**config.mk**
```make
export PLATFORM = sky130hd
export DESIGN_NAME = fft_frame_sched
export DESIGN_NICKNAME = d
export VERILOG_FILES = /design/src/rtl/fft_sched_pkg.sv /design/src/rtl/fft_sched_skid.sv /design/src/rtl/fft_frame_sched.sv
export SDC_FILE = /design/constraint.sdc
export NUM_CORES = 1
export LEC_CHECK = 0
export ABC_AREA = 1
export BUFFER_PORTS_ARGS = -buffer_cell sky130_fd_sc_hd__buf_2
export CAP_MARGIN = 20
export CORE_UTILIZATION = 50
export DETAILED_ROUTE_END_ITERATION = 10
export HOLD_SLACK_MARGIN = 0.12
export PLACE_DENSITY = 0.8
export SYNTH_ARGS = -nofsm -noshare
export SYNTH_HDL_FRONTEND = slang
export SYNTH_HIERARCHICAL = 1
export SYNTH_SLANG_ARGS = --single-unit
```
**constraint.sdc**
```tcl
create_clock -name SYS_CLK -period 3.4 [get_ports SYS_CLK]
set_clock_uncertainty 0.05 [all_clocks]
set_input_delay 0.34 -clock SYS_CLK [delete_from_list [all_inputs] [get_ports SYS_CLK]]
set_output_delay 0.34 -clock SYS_CLK [all_outputs]
set_load 0.02 [all_outputs]
```
**src/rtl/fft_sched_pkg.sv**
```systemverilog
// fft_sched_pkg: shared state type, defaults and sizing helper
// for the FFT frame scheduler.
package fft_sched_pkg;

  localparam int DEF_DATA_W  = 48;
  localparam int DEF_FFT_LEN = 512;

  typedef enum logic [2:0] {
    S_IDLE,
    S_WAIT_FILL,
    S_READ,
    S_DONE,
    S_HALT
  } sched_state_t;

  function automatic int cnt_w(input int len);
    return $clog2(len) + 1;
  endfunction

endpackage

```
**src/rtl/fft_sched_skid.sv**
```systemverilog
// fft_sched_skid: two-entry output buffer in front of the FFT stream.
// The head register drives the stream; the tail absorbs one beat under stall.
module fft_sched_skid #(
  parameter int DATA_W = 48
) (
  input  logic              SYS_CLK,
  input  logic              SYS_RST,
  input  logic              in_valid,
  output logic              in_ready,
  input  logic [DATA_W-1:0] in_data,
  output logic              out_valid,
  input  logic              out_ready,
  output logic [DATA_W-1:0] out_data,
  output logic [1:0]        occ
);

  logic              tail_v;
  logic [DATA_W-1:0] tail_d;
  logic              push;
  logic              pop;

  assign in_ready = !tail_v;
  assign push     = in_valid & in_ready;
  assign pop      = out_valid & out_ready;
  assign occ      = {1'b0, out_valid} + {1'b0, tail_v};

  always_ff @(posedge SYS_CLK or posedge SYS_RST) begin
    if (SYS_RST) begin
      out_valid <= 1'b0;
      out_data  <= '0;
      tail_v    <= 1'b0;
      tail_d    <= '0;
    end else if (pop) begin
      if (tail_v) begin
        out_data <= tail_d;
        tail_v   <= 1'b0;
      end else begin
        out_valid <= push;
        if (push) out_data <= in_data;
      end
    end else if (push) begin
      if (out_valid) begin
        tail_v <= 1'b1;
        tail_d <= in_data;
      end else begin
        out_valid <= 1'b1;
        out_data  <= in_data;
      end
    end
  end

endmodule

```
**src/rtl/fft_frame_sched.sv**
```systemverilog
// fft_frame_sched: cuts FIFO samples into fixed-length frames for the FFT core.
// Reads are throttled so the two-entry output buffer can never overflow.
module fft_frame_sched
  import fft_sched_pkg::*;
#(
  parameter int DATA_W      = DEF_DATA_W,
  parameter int FFT_LEN     = DEF_FFT_LEN,
  parameter int LVL_W       = 11,
  parameter int FILL_THRESH = 1500,
  parameter int MAX_FRAMES  = 6
) (
  input  logic              SYS_CLK,
  input  logic              SYS_RST,
  input  logic              start_en,
  input  logic [LVL_W-1:0]  fifo_level,
  input  logic              fifo_empty,
  output logic              fifo_rd_en,
  input  logic [DATA_W-1:0] fifo_dout,
  input  logic              fifo_valid,
  output logic [DATA_W-1:0] m_axis_tdata,
  output logic              m_axis_tvalid,
  output logic              m_axis_tlast,
  input  logic              m_axis_tready,
  output logic              busy,
  output logic              frame_done,
  output logic [15:0]       frame_cnt
);

  localparam int            CW   = cnt_w(FFT_LEN);
  localparam logic [CW-1:0] LEN  = CW'(FFT_LEN);
  localparam logic [CW-1:0] LAST = CW'(FFT_LEN - 1);
  localparam logic [31:0]   THR  = 32'(FILL_THRESH);
  localparam logic [31:0]   MAXF = 32'(MAX_FRAMES);

  sched_state_t  state;
  logic [CW-1:0] issued;
  logic [CW-1:0] sent;
  logic          inflight;
  logic          pop;
  logic          buf_rdy;
  logic          lvl_ok;
  logic          last_run;
  logic [1:0]    buf_occ;
  logic [1:0]    load;

  assign pop = m_axis_tvalid & m_axis_tready;

  // The slot freed by this cycle's handshake already counts as free,
  // which is what sustains one sample per cycle.
  assign load = buf_occ - {1'b0, pop} + {1'b0, inflight};

  assign fifo_rd_en = (state == S_READ) & (issued < LEN)
                    & !fifo_empty & (load < 2'd2);

  assign m_axis_tlast = m_axis_tvalid & (sent == LAST);
  assign lvl_ok       = 32'(fifo_level) >= THR;
  assign last_run     = (MAXF != 32'd0)
                      && ({16'd0, frame_cnt} + 32'd1 == MAXF);

  fft_sched_skid #(
    .DATA_W (DATA_W)
  ) u_skid (
    .SYS_CLK   (SYS_CLK),
    .SYS_RST   (SYS_RST),
    .in_valid  (fifo_valid & inflight),
    .in_ready  (buf_rdy),
    .in_data   (fifo_dout),
    .out_valid (m_axis_tvalid),
    .out_ready (m_axis_tready),
    .out_data  (m_axis_tdata),
    .occ       (buf_occ)
  );

  a_no_overflow: assert property (
    @(posedge SYS_CLK) disable iff (SYS_RST)
    (fifo_valid && inflight) |-> buf_rdy);

  always_ff @(posedge SYS_CLK or posedge SYS_RST) begin
    if (SYS_RST) begin
      state      <= S_IDLE;
      busy       <= 1'b0;
      frame_done <= 1'b0;
      frame_cnt  <= '0;
      issued     <= '0;
      sent       <= '0;
      inflight   <= 1'b0;
    end else begin
      frame_done <= 1'b0;
      inflight   <= fifo_rd_en;
      if (fifo_rd_en) issued <= issued + CW'(1);
      if (pop)        sent   <= sent + CW'(1);
      unique case (state)
        S_IDLE: begin
          if (start_en) begin
            state <= S_WAIT_FILL;
            busy  <= 1'b1;
          end
        end
        S_WAIT_FILL: begin
          if (!start_en) begin
            state <= S_IDLE;
            busy  <= 1'b0;
          end else if (lvl_ok) begin
            state <= S_READ;
          end
        end
        S_READ: begin
          if (pop && m_axis_tlast) begin
            state      <= S_DONE;
            frame_done <= 1'b1;
          end
        end
        S_DONE: begin
          issued <= '0;
          sent   <= '0;
          if (frame_cnt != 16'hFFFF) frame_cnt <= frame_cnt + 16'd1;
          if (last_run) begin
            state <= S_HALT;
          end else if (start_en) begin
            state <= S_WAIT_FILL;
          end else begin
            state <= S_IDLE;
            busy  <= 1'b0;
          end
        end
        S_HALT: begin
          if (!start_en) begin
            state     <= S_IDLE;
            busy      <= 1'b0;
            frame_cnt <= '0;
          end
        end
        default: begin
          state <= S_IDLE;
          busy  <= 1'b0;
        end
      endcase
    end
  end

endmodule

```
==> Word-level counts from Yosys, hierarchy flattened <==
Cells that the tools add are included.
{ "word_totals": {"reg_bits": 140, "latch_bits": 0, "mem_bits_rw": 0, "rom_bits": 0, "inputBits": 65, "output_inout_bits": 69, "wordCells": 95, "mem_count": 0} }
{ "classes": {"add_sub_neg": 7, "multipliers": 0, "div_mod_pow": 0, "order_cmp": 3, "eq_ne": 15, "shifts": 0, "muxes": 32, "n_bitwise": 9, "n_reduce_logical": 18} }
{ "ops": {"columns": ["op", "n"], "rows": [
  ["$mux W48", 5],
  ["$mux W10", 4],
  ["$mux W16", 2],
  ["$pmux W16 S2", 1],
  ["$add A10 B1 Y10 const B", 2],
  ["$mux W3", 6],
  ["$add A16 B1 Y17 const B", 1],
  ["$eq A17 B3 Y1 const B", 1],
  ["$add A16 B1 Y16 const B", 1],
  ["$ne A16 B16 Y1 const B", 1],
  ["$pmux W3 S5", 1],
  ["$mux W1", 12],
  ["$ne A2 B2 Y1 const B", 6],
  ["$reduce_and A3 Y1", 4],
  ["$reduce_bool A2 Y1", 6],
  ["$ge A11 B11 Y1 const B", 1],
  ["$eq A10 B9 Y1 const B", 1],
  ["$lt A10 B10 Y1 const B", 1],
  ["$and A1 B1 Y1", 7],
  ["$eq A3 B2 Y1 const B", 2],
  ["$pmux W1 S4", 1],
  ["$reduce_and A2 Y1", 2],
  ["$reduce_and A4 Y1", 1],
  ["$eq A3 B1 Y1 const B", 1],
  ["12 further kinds", 14]
]} }

==> Depth between registers and ports, before layout <==
Gate-level depths: netlist of run 1.
{ "depth": {"depth_word": 7, "mapped_depth": 14, "mapped_depth_nobuf": 14} }

==> By module <==
Netlist of run 1, hierarchy kept.
{ "by_module_without_submodules": {"columns": ["module", "n_inst", "cells_each", "area_per_inst_um2", "seq_area_each_um2"], "rows": [
  ["fft_sched_skid", 1, 596, 4628.2, 2452.4],
  ["fft_frame_sched", 1, 345, 2506.2, 1051.0]
]} }

==> Least setup slack after synthesis of run 1 <==
OpenSTA, ideal clock, no wires.
{ "synth_timing": {"path_type": "register -> register", "start": "register u_skid.out_valid", "end": "register issued[7]", "setup_time_ns": 0.072, "arrival_time_ns": 1.923, "required_time_ns": 3.278, "slack_ns": 1.355, "stages_incl_launch_ff": 13, "n_path_buf": 0, "synth_period_minus_slack_ns": 2.045, "path_cell_list": "dfrtp_1 -> nand2_1 -> inv_1 -> ha_1 -> xnor2_1 -> inv_1 -> nand2_1 -> nand3_2 -> nor2_2 -> nand2_1 -> nor3_1 -> o21ai_0 -> nor2_1"} }
{ "synth_between": {"elab_chain_len": 6, "word_cells_on_any_way": 7, "cone_classes": "3 x add/sub; 1 x order compare; 2 x bitwise; 1 x reduce/logical"} }
{ "synth_lines": {"columns": ["item", "line", "rtl"], "rows": [
  ["start: declaration", "fft_sched_skid.sv:11", "output logic out_valid,"],
  ["start signal: assignment", "fft_sched_skid.sv:38", "out_valid <= push;"],
  ["$add A1 B1 Y2 or $and A1 B1 Y1 (tied branches)", "fft_sched_skid.sv:25, fft_frame_sched.sv:46", null],
  ["$sub A2 B1 Y2 *", "fft_frame_sched.sv:50", "assign load = buf_occ - {1'b0, pop} + {1'b0, inflight};"],
  ["$add A2 B1 Y2 *", "fft_frame_sched.sv:50", null],
  ["$lt A2 B2 Y1 *", "fft_frame_sched.sv:53", "& !fifo_empty & (load < 2'd2);"],
  ["$and A1 B1 Y1 *", "fft_frame_sched.sv:53", null],
  ["$reduce_bool A2 Y1 (no line) *", null, null],
  ["end signal: assignment", "fft_frame_sched.sv:90", "if (fifo_rd_en) issued <= issued + CW'(1);"],
  ["end: declaration", "fft_frame_sched.sv:36", "logic [CW-1:0] issued;"]
]} }
Every way passes the cells marked *; elsewhere a longest branch is shown, timed or not.
A chain may end at the register's enable or synchronous reset.

==> Worst setup path after layout of run 1 <==
{ "layout_timing": {"start": "register u_skid.out_valid", "end": "output port fifo_rd_en"} }
{ "layout_between": {"elab_chain_len": 5, "word_cells_on_any_way": 6, "cone_classes": "3 x add/sub; 1 x order compare; 2 x bitwise"} }
{ "layout_lines": {"columns": ["item", "line", "rtl"], "rows": [
  ["$add A1 B1 Y2 or $and A1 B1 Y1 (tied branches)", "fft_sched_skid.sv:25, fft_frame_sched.sv:46", null],
  ["$sub A2 B1 Y2 *", "fft_frame_sched.sv:50", null],
  ["$add A2 B1 Y2 *", "fft_frame_sched.sv:50", null],
  ["$lt A2 B2 Y1 *", "fft_frame_sched.sv:53", null],
  ["$and A1 B1 Y1 *", "fft_frame_sched.sv:53", null],
  ["end: declaration", "fft_frame_sched.sv:17", "output logic fifo_rd_en,"]
]} }
Marked as above.

==> results of run 1 <==
-- synth_stat cells, drive strengths merged --
master | count | share of area (%)
and3 | 1 | 0.088
o21ai | 24 | 1.7
a31o | 1 | 0.12
nor4 | 3 | 0.26
or2 | 1 | 0.088
nand3 | 79 | 5.8
xor2 | 2 | 0.35
buf | 37 | 3.2
nor2 | 47 | 3.2
ha | 6 | 1.1
nand4 | 56 | 4.9
dfrtp | 140 | 49
xnor2 | 1 | 0.12
clkbuf | 14 | 0.74
nand2 | 421 | 22
nand3b | 1 | 0.11
o22ai | 14 | 1.2
a21oi | 17 | 1.2
inv | 65 | 3.4
nor3 | 10 | 0.77
o211a | 1 | 0.14
-- sequential cells by signal (all words and copies together), names as in the netlist --
signal / count
u_skid/out_data: 48
u_skid/tail_d: 48
frame_cnt: 16
issued: 10
sent: 10
state: 3
busy: 1
frame_done: 1
inflight: 1
u_skid/out_valid: 1
u_skid/tail_v: 1
-- logic make-up (layout without fill, tap and decap cells) --
family | count (synthesis) | in the layout | synth area share (%)
fa+ha+maj | 6 | 6 | 1.052
simple gates | 619 | 619 | 37.57
flops | 140 | 140 | 49.11
buf+inv | 116 | 281 | 7.383
compound gates | 57 | 57 | 4.420
xor+xnor | 3 | 3 | 0.4736
-- how the worst max path moves through the flow --
stage | start | end | slack [ps] | depth (start not counted)
after floorplan | SYS_RST | u_skid/out_data[0]$_DFFE_PP0P_ | 450 | 1
after global placement | u_skid/out_valid$_DFFE_PP0P_ | issued[7]$_DFFE_PP0P_ | 970 | 12
after detailed placement | u_skid/out_valid$_DFFE_PP0P_ | issued[7]$_DFFE_PP0P_ | 860 | 12
after CTS | u_skid/out_valid$_DFFE_PP0P_ | fifo_rd_en | 440 | 9
after global routing | u_skid/out_valid$_DFFE_PP0P_ | fifo_rd_en | 250 | 9
final | u_skid/out_valid$_DFFE_PP0P_ | fifo_rd_en | 430 | 9
-- stage by stage --
step	utilization [%]	setup slack [ps]
2_1_floorplan	-	447.9
3_3_place_gp	56.82	969.1
3_5_place_dp	56.82	859.7
4_1_cts	64.21	439.6
5_1_grt	64.21	252.1
6_report	64.21	427.0
-- per-layer routing --
metal | wire length (um) | up-vias
met5 | 0 | -
met4 | 323 | 0
met2 | 9024 | 275
met1 | 7830 | 3229
met3 | 1165 | 26
li1 | - | 3350
-- power by group through the flow --
stage / Clock [mW] / Sequential [mW] / Combinational [mW]
floorplan: 0 / 2.92 / 1.15
detailed placement: 0 / 2.57 / 2.23
global route: 2.07 / 2.63 / 2.52
finish: 1.96 / 2.57 / 2.29
global placement: 0 / 2.56 / 2.18
CTS: 2.00 / 2.56 / 2.28
-- layout by cell type (no fill, tap or decap), types with 2 or more instances in the layout --
master         Yosys  layout
o21ai_0           22      22
a21oi_1           16      16
nor4_1             3       3
nor2_1            39      39
bufinv_16          0       4
buf_2             22     131
inv_1             61      60
clkbuf_16          0      17
nand3_2            3       4
clkinvlp_4         0       2
o22ai_1           14      14
clkinv_2           0       5
nand4_1           56      56
nor2_2             3       3
o21ai_1            2       2
nand2_1          415     414
nand3_1           76      75
nand2_2            6       7
dlygate4sd3_1      0      40
dfrtp_1          140     138
nor2_4             4       4
inv_2              4       4
buf_12             0       3
buf_4             13      10
nor3_1             9       9
clkbuf_8           0       2
dfrtp_2            0       2
ha_1               6       6
-- worst min-delay path, delay by kind of cell --
kind | cells | cell delay (ps)
buffers and inverters | 1 | 90
and+or+nand+nor | 2 | 140
-- repair_timing --
| action | CTS | global route |
|---|---|---|
| hold endpoints to repair | 131 | 0 |
| resized for setup | 0 | 0 |
| hold buffers | 40 | 0 |
| setup buffers | 0 | 0 |
-- layout make-up --
cell class	count	area, sq um
repair buffers	184	1191
clock inverters	12	168.9
multi-input cells	685	3119
fillers	1163	4967
flip-flops and latches	140	3506
inverters	65	246.5
well taps	180	225.2
clock buffers	20	456.7
==> impl_metrics.py, run 1 <==
metrics = {
    "synthesis": {
        "synth_cells": 941,
        "synth_seq_cells": 140,
        "synth_cell_types": 33,
        "syn-cell-area_sq_mm": 0.007134,
        "yosysWarnings": 6,
        "avgSynthCellArea_sq_um": 7.582,
        "syn_nets": 1012,
        "seq_area_frac_synth_pct": 49.11,
    },
    "power_and_ir_drop": {
        "finalPower_mw": 6.817,
        "switchingPower_mw": 2.638,
        "power.share.combinational_pct": 33.5,
        "power.share.sequential_pct": 37.7,
        "p_per_area_mw_per_mm2": 764.8,
        "power.internal_mw": 4.180,
        "netSwitchingFraction_pct": 38.69,
        "power.leakage_nw": 4.832,
        "ir_drop_v": 0.0004019,
        "power_frac_clock_pct": 28.8,
    },
    "detailed_routing": {
        "first_pass_iters": 6,
        "ant_nets": 0,
        "drtIter0Drc": 629,
        "dr_total_vias": 6880,
        "routed_wl_um": 18340,
        "drt-vias-per-instance": 5.350,
        "drc": 0,
        "wire_per_inst_um": 14.26,
    },
    "critical_path": {
        "cp-end-kind": "output port",
        "worstPathArrival_ps": 2580,
        "cp_slowest_cell": "dfrtp_2",
        "cp_slowest_stage_delay_ps": 670,
        "cpLargestDelayFamily": "flip-flops",
        "worstSetupPathType": "flip-flop to output port",
        "reg2reg_slack_ps": 760,
        "worst_r2r_path_depth": 12,
        "crit_top_cell": "inv_1",
        "cp-start-kind": "flip-flop",
        "cp.required_ps": 3010,
        "r2r-end": "issued[7]$_DFFE_PP0P_",
        "crit_chain": "nand2_1 -> inv_1 -> ha_1 -> xnor2_1 -> inv_1 -> nand2_1 -> nand3_2 -> inv_1 -> buf_2",
        "cp_num_buf_inv": 4,
        "r2r-start": "u_skid/out_valid$_DFFE_PP0P_",
        "crit_fanout": 23,
    },
    "sta": {
        "whs_ps": 144.7,
        "setup_viol": 0,
        "fin_crit_ps": 2973,
        "rsz0062_at_grt": "false",
        "fmax_ghz": 0.3364,
        "finalHoldViolCount": 0,
        "final.setup.tns_ps": 0,
        "tightest_slew_ps": 684.6,
        "relSlewSlack_pct": 54.24,
        "fin_crit_sh_pct": 87.44,
        "maxSlewViolCount": 0,
    },
    "floorplanning": {
        "die_x_um": 121.5,
        "ios": 134,
        "initial_core_util_pct": 51.40,
        "fp.dieArea_sq_mm": 0.01475,
        "fp-row-count": 43,
        "core_area_sq_mm": 0.01388,
        "dieHeight_um": 121.5,
    },
    "global_routing": {
        "busiest_layer": "met2",
        "grt_usage_pct": 26.01,
        "met2_usage_pct": 43.00,
        "grt_util_met3_pct": 5.310,
        "antenna_found_initial": 0,
        "grt_start_max_net_pins": 53,
        "overflow": 0,
        "grt_pass1_wl_um": 30170,
        "first_global_vias": 6438,
        "grtUsageMet1_pct": 33.40,
    },
    "placement": {
        "io_buffers": 131,
        "dp_hpwl_um": 11290,
        "place_congestion": 0.8777,
        "post-place-cells": 1214,
        "dpl_cell_area_sq_mm": 0.007888,
    },
    "worst_hold_path": {
        "min_path_cells": 3,
        "min_from": "fifo_dout[26]",
        "hp-class": "primary input to flip-flop",
        "worstHoldEndpoint": "u_skid/tail_d[26]$_DFFE_PP0P_",
    },
    "clocking": {
        "htreeDepth": 4,
        "cts_buffer_depth": 2,
        "cts_tree": "yes",
        "cts_buffers": 17,
        "cts.sinks": 140,
        "path_clk_slew_ps": 60,
        "worst_skew_pair.late_latency_ps": 410,
        "cts_root_buffer": "clkbuf_16",
    },
    "final_layout": {
        "finalInstanceArea_sq_mm": 0.008914,
        "fin_cells": 1286,
        "area_delta_synth_final_pct": 24.94,
        "fin_nets": 1164,
        "drive_gt1_share_pct": 18.63,
        "diodes": 0,
    },
    "outcome": {
        "status": "complete, no violations",
    },
    "job": {
        "maxCapViolCount": 0,
    },
}
Power figures use the tool's default switching activity.
==> run 2, diff against run 1 <==
--- a/config.mk
+++ b/config.mk
@@ -8,10 +8,10 @@
 export ABC_AREA = 1
 export BUFFER_PORTS_ARGS = -buffer_cell sky130_fd_sc_hd__buf_2
 export CAP_MARGIN = 20
-export CORE_UTILIZATION = 50
+export CORE_UTILIZATION = 46
 export DETAILED_ROUTE_END_ITERATION = 10
 export HOLD_SLACK_MARGIN = 0.12
-export PLACE_DENSITY = 0.8
+export PLACE_DENSITY = 0.75
 export SYNTH_ARGS = -nofsm -noshare
 export SYNTH_HDL_FRONTEND = slang
 export SYNTH_HIERARCHICAL = 1
==> impl_metrics.py, run 2 (synthesis gave the netlist of run 1 again) <==
metrics = {
    "sta": {
        "whs_ps": 128.5,
        "maxSlewViolCount": 0,
        "fin_crit_sh_pct": 80.67,
        "fin_crit_ps": 2743,
        "finalHoldViolCount": 0,
        "tightest_slew_ps": 1010,
        "final.setup.tns_ps": 0,
        "rsz0062_at_grt": "false",
        "fmax_ghz": 0.3646,
        "relSlewSlack_pct": 32.43,
        "setup_viol": 0,
    },
    "floorplanning": {
        "dieHeight_um": 126.5,
        "fp-row-count": 45,
        "core_area_sq_mm": 0.01515,
        "initial_core_util_pct": 47.10,
        "ios": 134,
        "die_x_um": 126.5,
        "fp.dieArea_sq_mm": 0.01601,
    },
    "critical_path": {
        "cp_num_buf_inv": 4,
        "cp-start-kind": "flip-flop",
        "cp-end-kind": "output port",
        "worst_r2r_path_depth": 7,
        "worstSetupPathType": "flip-flop to output port",
        "crit_top_cell": "inv_1",
        "crit_chain": "ha_1 -> inv_1 -> ha_1 -> xnor2_1 -> inv_1 -> nand2_1 -> nand3_2 -> inv_1 -> buf_2",
        "path_depth": 9,
        "worstPathArrival_ps": 2350,
        "crit_fanout": 19,
        "cp.required_ps": 3010,
        "cp_slowest_cell": "dfrtp_2",
        "cpLargestDelayFamily": "flip-flops",
        "cp_slowest_stage_delay_ps": 560,
    },
    "worst_hold_path": {
        "hp-class": "primary input to flip-flop",
        "min_path_cells": 3,
    },
    "global_routing": {
        "grt_usage_pct": 23.70,
        "overflow": 0,
        "grt_pass1_wl_um": 30420,
        "grt_start_max_net_pins": 83,
        "antenna_found_initial": 0,
        "first_global_vias": 6274,
    },
    "placement": {
        "io_buffers": 131,
        "dpl_cell_area_sq_mm": 0.007858,
        "dp_hpwl_um": 10960,
        "place_congestion": 0.8933,
    },
    "outcome": {
        "failed_checks": "design-rule violations",
        "status": "complete, but fails checks",
    },
    "final_layout": {
        "most-common-layout-cells": "414 x nand2_1, 138 x dfrtp_1, 131 x buf_2",
        "regArea_sq_mm": 0.003506,
        "drive_gt1_share_pct": 18.81,
        "diodes": 0,
        "final_common_cell": "nand2_1",
        "multi_input_comb_area_sq_mm": 0.003119,
        "top_regs": "u_skid/out_data (48), u_skid/tail_d (48), frame_cnt (16)",
        "area_delta_synth_final_pct": 22.54,
        "fillCellCount": 1398,
        "fin_nets": 1148,
        "finalInstanceArea_sq_mm": 0.008742,
    },
    "clocking": {
        "postCtsSetupRepairBufs": 0,
        "cts_buffers": 17,
        "cts_tree": "yes",
        "ctsHoldBuffers": 25,
        "htreeDepth": 4,
        "worst_skew_pair.late_latency_ps": 420,
        "cts_root_buffer": "clkbuf_16",
        "cts_buffer_depth": 2,
        "cts_resized": 0,
        "cts.sinks": 140,
        "path_clk_slew_ps": 60,
    },
    "detailed_routing": {
        "first_pass_iters": 10,
        "routed_wl_um": 18150,
        "drc": 2,
        "drt-vias-per-instance": 5.265,
        "dr_total_vias": 6729,
        "wire_per_inst_um": 14.20,
        "ant_nets": 0,
        "drtIter0Drc": 453,
    },
    "job": {
        "maxCapViolCount": 0,
    },
    "power_and_ir_drop": {
        "ir_drop_v": 0.0004425,
        "power.leakage_nw": 4.757,
        "p_per_area_mw_per_mm2": 765.4,
        "finalPower_mw": 6.691,
    },
}
-- run 2: final cells by class --
class / count / share of cell area [%]
Sequential cell: 140 / 40.10
Tap cell: 188 / 2.691
Multi-Input combinational cell: 685 / 35.68
Timing Repair Buffer: 168 / 11.76
Inverter: 65 / 2.820
Clock buffer: 23 / 5.696
Clock inverter: 9 / 1.245
-- run 2: tightest hold or removal path, cell delays in order --
cell and delay, ps:
buf_2 100, nand3_1 70, nand2_1 60
-- run 2: worst paths after layout --
check                                              start                              end  slack, ps
min in group asynchronous                        SYS_RST  u_skid/out_data[20]$_DFFE_PP0P_        400
hold / removal                              fifo_dout[1]     u_skid/tail_d[1]$_DFFE_PP0P_        130
max in group asynchronous                        SYS_RST  u_skid/out_data[10]$_DFFE_PP0P_       2000
setup / recovery               u_skid/tail_v$_DFFE_PP0P_                       fifo_rd_en        660
hold reg to reg            u_skid/tail_d[36]$_DFFE_PP0P_    u_skid/tail_d[36]$_DFFE_PP0P_        420
setup reg to reg            u_skid/out_valid$_DFFE_PP0P_  u_skid/out_data[27]$_DFFE_PP0P_        940
-- run 2: power breakdown --
group          leakage [nW]  switching [mW]  internal, mW  total (mW)
Sequential             1.85           0.393          2.17        2.56
Combinational          2.61            1.51         0.731        2.24
Clock                 0.300           0.704          1.18        1.88
-- run 2: layer usage --
metal,wire length (um),share of wire [%],global-route usage [%]
met5,0,0,0
met4,169,0.93,6.733
met3,1004,5.5,5.399
met2,8772,48,40.17
met1,8199,45,30.43
-- run 2: per-stage QoR --
stage / setup slack [ps] / cells / util [%]
after global placement: 979.4 / 1220 / 51.88
after floorplan: 447.9 / 941 / -
final: 657.4 / 1278 / 57.72
after detailed placement: 923.4 / 1220 / 51.88
after global routing: 443.6 / 1278 / 57.72
after CTS: 648.7 / 1277 / 57.54
==> run 3, diff against run 2 <==
--- a/config.mk
+++ b/config.mk
@@ -11,7 +11,7 @@
 export CORE_UTILIZATION = 46
 export DETAILED_ROUTE_END_ITERATION = 10
 export HOLD_SLACK_MARGIN = 0.12
-export PLACE_DENSITY = 0.75
+export PLACE_DENSITY = 0.78
 export SYNTH_ARGS = -nofsm -noshare
 export SYNTH_HDL_FRONTEND = slang
 export SYNTH_HIERARCHICAL = 1
==> constraint.sdc (replaced) <==
create_clock -name SYS_CLK -period 2.5 [get_ports SYS_CLK]
set_clock_uncertainty 0.05 [all_clocks]
set_input_delay 0.25 -clock SYS_CLK [delete_from_list [all_inputs] [get_ports SYS_CLK]]
set_output_delay 0.25 -clock SYS_CLK [all_outputs]
set_load 0.02 [all_outputs]
==> impl_metrics.py, run 3 (synthesis gave the netlist of run 1 again) <==
metrics = {
    "placement": {
        "io_buffers": 131,
        "place_congestion": 0.8400,
        "post-place-cells": 1229,
        "dp_hpwl_um": 11230,
    },
    "clocking": {
        "worst_skew_pair.late_latency_ps": 420,
        "htreeDepth": 4,
        "cts.sinks": 140,
        "cts_buffer_depth": 2,
        "cts_root_buffer": "clkbuf_16",
        "cts_buffers": 17,
        "path_clk_slew_ps": 60,
        "cts_tree": "yes",
    },
    "global_routing": {
        "grt_start_max_net_pins": 54,
        "grt_usage_pct": 24.21,
        "first_global_vias": 6400,
        "grt_pass1_wl_um": 31080,
        "antenna_found_initial": 0,
        "overflow": 0,
    },
    "sta": {
        "fin_crit_ps": 2366,
        "maxSlewViolCount": 0,
        "fmax_ghz": 0.4227,
        "finalHoldViolCount": 0,
        "rsz0062_at_grt": "false",
        "fin_crit_sh_pct": 94.64,
        "tightest_slew_ps": 735.4,
        "setup_viol": 0,
        "relSlewSlack_pct": 50.87,
        "final.setup.tns_ps": 0,
    },
    "detailed_routing": {
        "drtIter0Drc": 547,
        "first_pass_iters": 6,
        "ant_nets": 0,
        "routed_wl_um": 18710,
        "dr_total_vias": 6830,
        "wire_per_inst_um": 14.25,
        "drc": 0,
        "drt-vias-per-instance": 5.202,
    },
    "final_layout": {
        "area_delta_synth_final_pct": 27.17,
        "most-common-layout-cells": "413 x nand2_1, 138 x dfrtp_1, 130 x buf_2",
        "fin_nets": 1183,
        "fin_cells": 1313,
        "drive_gt1_share_pct": 19.29,
        "final_common_cell": "nand2_1",
        "diodes": 0,
        "fillCellCount": 1327,
        "top_regs": "u_skid/out_data (48), u_skid/tail_d (48), frame_cnt (16)",
    },
    "critical_path": {
        "worstPathArrival_ps": 2070,
        "crit_chain": "ha_1 -> inv_1 -> ha_1 -> xnor2_1 -> inv_1 -> nand2_1 -> nand3_4 -> inv_2 -> buf_4",
        "cpLargestDelayFamily": "adder cells",
        "cp-end-kind": "output port",
        "cp_num_buf_inv": 4,
        "cp_slowest_cell": "dfrtp_2",
        "worstSetupPathType": "flip-flop to output port",
        "crit_start": "u_skid/out_valid$_DFFE_PP0P_",
        "cp-start-kind": "flip-flop",
        "cp_slowest_stage_delay_ps": 450,
        "r2r-start": "u_skid/out_valid$_DFFE_PP0P_",
        "crit_fanout": 6,
        "cp.required_ps": 2200,
    },
    "floorplanning": {
        "core_area_sq_mm": 0.01515,
        "ios": 134,
        "dieHeight_um": 126.5,
        "fp-row-count": 45,
        "fp.dieArea_sq_mm": 0.01601,
        "die_x_um": 126.5,
        "initial_core_util_pct": 47.10,
    },
    "power_and_ir_drop": {
        "ir_drop_v": 0.0005444,
        "p_per_area_mw_per_mm2": 1012,
        "power.leakage_nw": 4.887,
    },
    "worst_hold_path": {
        "min_from": "m_axis_tready",
        "hp-class": "primary input to flip-flop",
    },
    "outcome": {
        "status": "complete, no violations",
    },
    "job": {
        "maxCapViolCount": 0,
    },
}
==> run 3: cell count changes in the layout (fill, tap and decap cells not counted), moves of 2 or more <==
cell	previous run	this run
clkinv_2	3	1
clkinvlp_4	1	5
dlygate4sd3_1	25	51
clkbuf_8	5	2
buf_4	10	20
==> run 3: metrics by stage <==
stage               power [mW]  cell area [sq um]  util, %  setup slack (ps)  hold slack, ps
global placement         6.459               7939    52.42             292.5           380.5
detailed placement       6.540               7939    52.42             172.8           388.5
floorplan                5.533               7138        -             454.5           345.4
finish                   9.180               9072    59.90             134.0           152.1
CTS                      9.190               9047    59.74             38.36           143.5
global route             9.739               9072    59.90             13.89           157.1
==> run 3: cell type report <==
cell class                      count  area, sq um  area share [%]
Timing Repair Buffer              203         1351           14.89
Inverter                           65        247.7           2.731
Multi-Input combinational cell    685         3137           34.57
Tap cell                          188        235.2           2.593
Clock buffer                       20        456.7           5.034
Clock inverter                     12        138.9           1.531
Sequential cell                   140         3506           38.64
==> run 3: timing repair <==
| action | 4_1_cts | 5_1_grt |
|---|---|---|
| endpoints found under the setup margin | 1 | 7 |
| resized for setup | 2 | 4 |
| pin swaps | 0 | 1 |
| hold buffers | 51 | 0 |
| setup buffers | 0 | 1 |
| gates cloned | 0 | 0 |
| endpoints found under the hold margin | 167 | 0 |
==> run 3: worst register-to-register path: stages, from the launching register on <==
cell,delay (ps)
dfrtp_2,450
ha_1,290
inv_1,40
ha_1,190
xnor2_1,170
inv_1,60
nand2_1,100
nand3_4,110
nor2_2,160
nand2_1,130
nor4_1,200
nor2_1,70
==> run 3: power breakdown <==
part / switching [mW] / internal [mW] / leakage [nW]
Sequential: 0.514 / 2.95 / 1.85
Combinational: 2.11 / 1.05 / 2.76
Clock: 1.02 / 1.53 / 0.279
Total: 3.65 / 5.53 / 4.89
==> run 3: final timing paths <==
kind / endpoint / slack (ps) / depth (start not counted)
max in group asynchronous: u_skid/out_valid$_DFFE_PP0P_ / 1310 / 4
setup reg to reg: issued[7]$_DFFE_PP0P_ / 380 / 11
setup / recovery: fifo_rd_en / 130 / 9
hold / removal: sent[1]$_DFFE_PP0P_ / 150 / 4
hold reg to reg: issued[2]$_DFFE_PP0P_ / 410 / 1
min in group asynchronous: u_skid/tail_d[23]$_DFFE_PP0P_ / 480 / 3
==> run 3: layer usage <==
| metal | wire length (um) | vias up | GRT usage, % |
|---|---|---|---|
| met4 | 272 | 0 | 7.654 |
| li1 | - | 3374 | - |
| met1 | 8242 | 3191 | 32.83 |
| met5 | 0 | - | 0 |
| met3 | 1134 | 24 | 5.019 |
| met2 | 9062 | 241 | 39.00 |
